<file path="src/rtl/alu_pkg.sv">
// Shared opcode constants, widths and the response record for the ALU arbiter.
package alu_pkg;

  localparam int ALU_W = 32;
  localparam int OP_W  = 3;

  localparam logic [OP_W-1:0] OP_ADD = 3'd0;
  localparam logic [OP_W-1:0] OP_SUB = 3'd1;
  localparam logic [OP_W-1:0] OP_XOR = 3'd2;
  localparam logic [OP_W-1:0] OP_SLT = 3'd3;
  localparam logic [OP_W-1:0] OP_CNE = 3'd4;
  localparam logic [OP_W-1:0] OP_MAX = OP_CNE;

  // Contents of the single-entry response register
  typedef struct packed {
    logic             id;
    logic [ALU_W-1:0] result;
    logic             carryout;
    logic             zero;
    logic             overflow;
    logic             err;
  } rsp_t;

  // True for opcodes the ALU defines
  function automatic logic op_legal(input logic [OP_W-1:0] op);
    return op <= OP_MAX;
  endfunction

endpackage

</file>
<file path="src/rtl/alu.sv">
// Shared combinational 32-bit ALU: ADD, SUB, XOR, SLT (signed), CNE.
// Undefined opcodes produce a zero result with carry/overflow clear.
module ALU
  import alu_pkg::*;
(
  input  logic [OP_W-1:0]  command,
  input  logic [ALU_W-1:0] operandA,
  input  logic [ALU_W-1:0] operandB,
  output logic [ALU_W-1:0] result,
  output logic             carryout,
  output logic             zero,
  output logic             overflow
);

  logic [ALU_W:0] add_full;
  logic [ALU_W:0] sub_full;

  // SUB is A + ~B + 1, so carryout means "no borrow" (A >= B unsigned)
  assign add_full = {1'b0, operandA} + {1'b0, operandB};
  assign sub_full = {1'b0, operandA} + {1'b0, ~operandB} + {{ALU_W{1'b0}}, 1'b1};

  // Opcode decode and result/flag selection
  always_comb begin
    result   = '0;
    carryout = 1'b0;
    overflow = 1'b0;
    case (command)
      OP_ADD: begin
        result   = add_full[ALU_W-1:0];
        carryout = add_full[ALU_W];
        overflow = (operandA[ALU_W-1] == operandB[ALU_W-1]) &&
                   (add_full[ALU_W-1] != operandA[ALU_W-1]);
      end
      OP_SUB: begin
        result   = sub_full[ALU_W-1:0];
        carryout = sub_full[ALU_W];
        overflow = (operandA[ALU_W-1] != operandB[ALU_W-1]) &&
                   (sub_full[ALU_W-1] != operandA[ALU_W-1]);
      end
      OP_XOR: result = operandA ^ operandB;
      OP_SLT: result = {{(ALU_W-1){1'b0}}, ($signed(operandA) < $signed(operandB))};
      OP_CNE: result = {{(ALU_W-1){1'b0}}, (operandA != operandB)};
      default: result = '0;
    endcase
  end

  assign zero = (result == '0);

endmodule

</file>
<file path="src/rtl/rr_arb2.sv">
// Two-way round-robin grant logic with its pointer flop.
// The pointer names the requester that wins the next simultaneous contest
// and flips to the other requester after every grant.
module rr_arb2 #(
  parameter int PRIORITY_INIT = 0
) (
  input  logic       clk,
  input  logic       rst_n,
  input  logic       enable,
  input  logic [1:0] req,
  output logic [1:0] grant
);

  logic ptr_reg;
  logic ptr_next;

  // Grant selection and pointer update
  always_comb begin
    grant    = 2'b00;
    ptr_next = ptr_reg;
    if (enable) begin
      case (req)
        2'b01:   grant = 2'b01;
        2'b10:   grant = 2'b10;
        2'b11:   grant = ptr_reg ? 2'b10 : 2'b01;
        default: grant = 2'b00;
      endcase
    end
    if (grant[0]) begin
      ptr_next = 1'b1;
    end else if (grant[1]) begin
      ptr_next = 1'b0;
    end
  end

  // Pointer register
  always_ff @(posedge clk or negedge rst_n) begin
    if (!rst_n) begin
      ptr_reg <= (PRIORITY_INIT != 0);
    end else begin
      ptr_reg <= ptr_next;
    end
  end

endmodule

</file>
<file path="src/rtl/alu_arbiter.sv">
// Two-requester round-robin front end for one shared ALU with a
// single-entry response register.
// Optional build macro ALU_ARB_CMD_CHECK_EN: opcodes above OP_MAX are still
// accepted but answered with rsp_err=1, zero result and all flags clear.
module alu_arbiter
  import alu_pkg::*;
#(
  parameter int WIDTH         = 32,
  parameter int PRIORITY_INIT = 0
) (
  input  logic             clk,
  input  logic             rst_n,
  input  logic [1:0]       req_valid,
  output logic [1:0]       req_ready,
  input  logic [OP_W-1:0]  req0_command,
  input  logic [OP_W-1:0]  req1_command,
  input  logic [WIDTH-1:0] req0_operandA,
  input  logic [WIDTH-1:0] req0_operandB,
  input  logic [WIDTH-1:0] req1_operandA,
  input  logic [WIDTH-1:0] req1_operandB,
  output logic             rsp_valid,
  input  logic             rsp_ready,
  output logic             rsp_id,
  output logic [WIDTH-1:0] rsp_result,
  output logic             rsp_carryout,
  output logic             rsp_zero,
  output logic             rsp_overflow,
  output logic             rsp_err
);

  logic             can_issue;
  logic [1:0]       grant;
  logic             accept;
  logic [OP_W-1:0]  alu_cmd;
  logic [WIDTH-1:0] alu_a;
  logic [WIDTH-1:0] alu_b;
  logic [WIDTH-1:0] alu_result;
  logic             alu_carryout;
  logic             alu_zero;
  logic             alu_overflow;

  logic rsp_valid_reg;
  logic rsp_valid_next;
  rsp_t rsp_reg;
  rsp_t rsp_next;

  // Issue when the register is empty or is being drained this cycle;
  // nothing is granted while reset is asserted.
  assign can_issue = rst_n & (~rsp_valid_reg | rsp_ready);

  rr_arb2 #(.PRIORITY_INIT(PRIORITY_INIT)) u_arb (
    .clk    (clk),
    .rst_n  (rst_n),
    .enable (can_issue),
    .req    (req_valid),
    .grant  (grant)
  );

  assign req_ready = grant;
  assign accept    = |grant;

  // Steer the granted requester into the shared ALU
  assign alu_cmd = grant[1] ? req1_command  : req0_command;
  assign alu_a   = grant[1] ? req1_operandA : req0_operandA;
  assign alu_b   = grant[1] ? req1_operandB : req0_operandB;

  ALU u_alu (
    .command  (alu_cmd),
    .operandA (alu_a),
    .operandB (alu_b),
    .result   (alu_result),
    .carryout (alu_carryout),
    .zero     (alu_zero),
    .overflow (alu_overflow)
  );

  // Response register next state: load on acceptance, empty on drain
  always_comb begin
    rsp_valid_next = rsp_valid_reg;
    rsp_next       = rsp_reg;
    if (accept) begin
      rsp_valid_next    = 1'b1;
      rsp_next.id       = grant[1];
      rsp_next.result   = alu_result;
      rsp_next.carryout = alu_carryout;
      rsp_next.zero     = alu_zero;
      rsp_next.overflow = alu_overflow;
      rsp_next.err      = 1'b0;
`ifdef ALU_ARB_CMD_CHECK_EN
      if (!op_legal(alu_cmd)) begin
        rsp_next.result   = '0;
        rsp_next.carryout = 1'b0;
        rsp_next.zero     = 1'b0;
        rsp_next.overflow = 1'b0;
        rsp_next.err      = 1'b1;
      end
`endif
    end else if (rsp_ready) begin
      rsp_valid_next = 1'b0;
    end
  end

  // Response register
  always_ff @(posedge clk or negedge rst_n) begin
    if (!rst_n) begin
      rsp_valid_reg <= 1'b0;
      rsp_reg       <= '0;
    end else begin
      rsp_valid_reg <= rsp_valid_next;
      rsp_reg       <= rsp_next;
    end
  end

  assign rsp_valid    = rsp_valid_reg;
  assign rsp_id       = rsp_reg.id;
  assign rsp_result   = rsp_reg.result;
  assign rsp_carryout = rsp_reg.carryout;
  assign rsp_zero     = rsp_reg.zero;
  assign rsp_overflow = rsp_reg.overflow;
  assign rsp_err      = rsp_reg.err;

endmodule

</file>
<file path="config.mk">
export PLATFORM = sky130hd
export DESIGN_NAME = alu_arbiter
export DESIGN_NICKNAME = d
export VERILOG_FILES = /design/src/rtl/alu_pkg.sv /design/src/rtl/alu.sv /design/src/rtl/rr_arb2.sv /design/src/rtl/alu_arbiter.sv
export SDC_FILE = /design/constraint.sdc
export NUM_CORES = 1
export LEC_CHECK = 0
export BUFFER_PORTS_ARGS = -buffer_cell sky130_fd_sc_hd__buf_2
export CORE_ASPECT_RATIO = 0.8
export CORE_MARGIN = 2
export CORE_UTILIZATION = 32
export DETAILED_ROUTE_END_ITERATION = 7
export GPL_ROUTABILITY_DRIVEN = 1
export HOLD_SLACK_MARGIN = 0.08
export SYNTH_ARGS = -nofsm -noshare
export SYNTH_HDL_FRONTEND = slang
export SYNTH_SLANG_ARGS = --single-unit
</file>
<file path="constraint.sdc">
create_clock -name clk -period 13.8 [get_ports clk]
set_input_delay 2.07 -clock clk [delete_from_list [all_inputs] [get_ports clk]]
set_output_delay 2.07 -clock clk [all_outputs]
set_load 0.005 [all_outputs]
</file>
==> impl_metrics.csv <==
group,metric,value,unit
sta,slew_violations,0,
die,die_h,138,µm
critical_path,cp-start-kind,"input pin",
clock_tree,numCtsBuffers,5,
place,numPortBuffers,177,
power,cellPowerDensity,110,nW/µm²
finish,fillCellCount,2462,
grt,grt_pass1_vias,7726,
critical_path,reg2reg_from,"rsp_valid$_DFFE_PN0P_",
die,start_util,32.8,%
finish,area_delta_synth_final,15.7,%
synthesis,yosys_warnings,0,
finish,layout.nets,1400,
synthesis,synth_edf_count,0,
finish,final_common_cell,"nand2_1",
route,vias_per_cell,5.69,
critical_path,endpoint_kind,"flip-flop",
clock_tree,cts_tree,"yes",
critical_path,slowest_delay,0.58,ns
route,firstDrtPassIters,6,
critical_path,cp_cell_sequence,"buf_2 > buf_4 > nand4_4 > buf_4 > inv_2 > buf_4 > nand2_1 > nand2_1 > ha_1 > o21ba_2 > nand2b_1 > a211oi_1 > nor3_1 > a221o_1 > a2111oi_0 > nand4_1 > nor4_2 > nand4_1 > o21ai_1",
power,power.total,910,µW
clock_tree,cts_max_path_buffers,2,
critical_path,critPathKind,"input pin to flip-flop",
sta,fin_hold_ws,0.463,ns
clock_tree,cts_resized,0,
power,p_switching,453,µW
run_status,status,"finished clean",
finish,drive_gt1_share,19.1,%
finish,largest_reg_flops,32,
synthesis,netlist_instances,1070,
sta,hold_viol,0,
clock_tree,clk_pin_slew,0.06,ns
worst_hold_path,hold_start,"rsp_result[21]$_DFFE_PN0P_",
clock_tree,insertion_delay,0.28,ns
power,switching_share,49.8,%
synthesis,synth.distinct_cells,92,
sta,fin_skew,0.00434,ns
grt,grt_usage,22.3,%
power,p_seq_share,19.2,%
power,vdd_ir_drop_max,0.0661,mV
power,p_int,457,µW
die,die_area,23500,µm²
synthesis,synth_flop_cell,"dfrtp_1",
die,num_io_pins,179,
place,dp_hpwl,21.1,mm
place,place_congestion,0.944,
sta,tightest_slew,1.10,ns
sta,rsz0062_at_grt,"no",
critical_path,r2r_end,"rsp_zero$_DFFE_PN0P_",
worst_hold_path,holdPathEnd,"rsp_result[21]$_DFFE_PN0P_",
synthesis,synth.avg_cell_area,6.67,µm²
sta,setup_viol_count_final,0,
critical_path,cpMaxStageDelayCell,"a211oi_1",
critical_path,cp_max_fo,70,
finish,antenna_cells,0,
clock_tree,h-tree-depth,2,
route,ant_nets,0,
clock_tree,ctsHoldBuffers,0,
sta,period_needed,7.15,ns
sta,period_share,51.8,%
power,leakagePower,0.00399,µW
critical_path,arrival,7.35,ns
die,die_x,171,µm
synthesis,syn_area,7140,µm²
die,core,21700,µm²
sta,slew_headroom,26.2,%
grt,grt_max_degree,71,
route,drt_iter0_markers,812,
sta,max_freq,140,MHz
worst_hold_path,hold_path.class,"flip-flop to flip-flop",
die,rows,48,
critical_path,r2r_cells,18,
critical_path,cp.required,14.00,ns
grt,antenna_found_initial,0,
synthesis,synth_nets,1275,
synthesis,yosysSeqAreaShare,13.3,%
synthesis,ys_async_sr_fraction,100,%
route,vias,8506,
grt,grt_pass1_wl,42.0,mm
sta,setup_slack,6.65,ns
worst_hold_path,whs_path_depth,2,
route,wl,26.9,mm
sta,setup-tns-final,0,ns
finish,layout_common_cells,"nand2_1, buf_2, a21oi_1",
power,combPwrFrac,66.7,%
power,clockPowerShare,14.1,%
critical_path,rrSetupSlack,8.43,ns
route,routedWlPerCell,18.0,µm
critical_path,cpMostUsedCell,"buf_4",
route,drc_errors,0,
grt,overflow,0,
place,place_ws,6.45,ns
clock_tree,cts_setup_buffers,0,
clock_tree,clock-sinks,38,
clock_tree,cts-root-buf,"clkbuf_16",
job,cap_violations,0,
synthesis,ys_ff_latch,38,
==> synth_stat cells (all sizes together), types with 16 or more instances <==
| cell type | instances | area [µm²] |
|---|---|---|
| nand2 | 273 | 1020 |
| a21oi | 80 | 404 |
| nor2 | 78 | 293 |
| inv | 67 | 251 |
| ha | 64 | 801 |
| o21ai | 47 | 243 |
| dfrtp | 38 | 951 |
| clkbuf | 36 | 145 |
| buf | 29 | 214 |
| a31oi | 22 | 138 |
| o211ai | 20 | 150 |
| a211oi | 19 | 148 |
| nand3 | 19 | 95.1 |
| nand4 | 19 | 134 |
| o31ai | 17 | 128 |
| a21o | 16 | 121 |
==> critical path: cells and delay by family <==
kind            cells  cell delay (ns)
compound gates      5             1.86
buf+inv             5             1.46
fa+ha+maj           1             0.33
simple gates        8             1.54
==> power by group through the flow <==
stage / sequential (µW) / combinational [µW] / clock, µW
2_1_floorplan: 176 / 412 / 0
3_3_place_gp: 177 / 594 / 0
3_5_place_dp: 177 / 596 / 0
4_1_cts: 175 / 599 / 130
5_1_grt: 180 / 672 / 137
6_report: 174 / 606 / 129
==> stage by stage <==
| step | utilization [%] | instance area [µm²] | cells |
|---|---|---|---|
| 2_1_floorplan | - | 7140 | 1070 |
| 3_3_place_gp | 37.3 | 8100 | 1488 |
| 3_5_place_dp | 37.3 | 8100 | 1488 |
| 4_1_cts | 38.0 | 8260 | 1496 |
| 5_1_grt | 38.0 | 8260 | 1496 |
| 6_report | 38.0 | 8260 | 1496 |
==> worst max-delay path by stage <==
stage | cells after the start | end | slack, ns | startpoint
after CTS | 19 | rsp_zero$_DFFE_PN0P_ | 6.72 | rst_n
after floorplan | 19 | rsp_zero$_DFFE_PN0P_ | 7.48 | rsp_ready
after global routing | 19 | rsp_zero$_DFFE_PN0P_ | 6.21 | rst_n
after detailed placement | 19 | rsp_zero$_DFFE_PN0P_ | 6.45 | rst_n
final | 19 | rsp_zero$_DFFE_PN0P_ | 6.65 | rst_n
after global placement | 19 | rsp_zero$_DFFE_PN0P_ | 6.53 | rst_n
==> metal layers <==
metal	share of wire (%)	wire length, µm	up-vias	GRT usage (%)
met5	0	0	-	0
met4	1.8	495	0	4.94
met3	7.0	1890	37	2.21
met2	45	12100	380	36.9
met1	46	12400	3970	31.4
li1	-	-	4119	-
==> cells by family after synthesis <==
group                    share of synthesized area, %
adder cells (fa/ha/maj)                          11.8
flip-flops                                       13.3
multiplexers                                     2.59
XOR/XNOR                                        0.490
other                                          0.0525
AO/OA/AOI/OAI                                    33.6
AND/OR/NAND/NOR                                  29.5
buffers and inverters                            8.72
==> final cells by class <==
| class | count | area [µm²] | share of cell area (%) |
|---|---|---|---|
| multi-input cells | 898 | 5580 | 67.5 |
| flip-flops and latches | 38 | 951 | 11.5 |
| repair buffers | 184 | 938 | 11.4 |
| well taps | 300 | 375 | 4.54 |
| inverters | 68 | 255 | 3.09 |
| clock buffers | 7 | 133 | 1.61 |
| clock inverters | 1 | 30.0 | 0.363 |
Power figures use the tool's default switching activity.
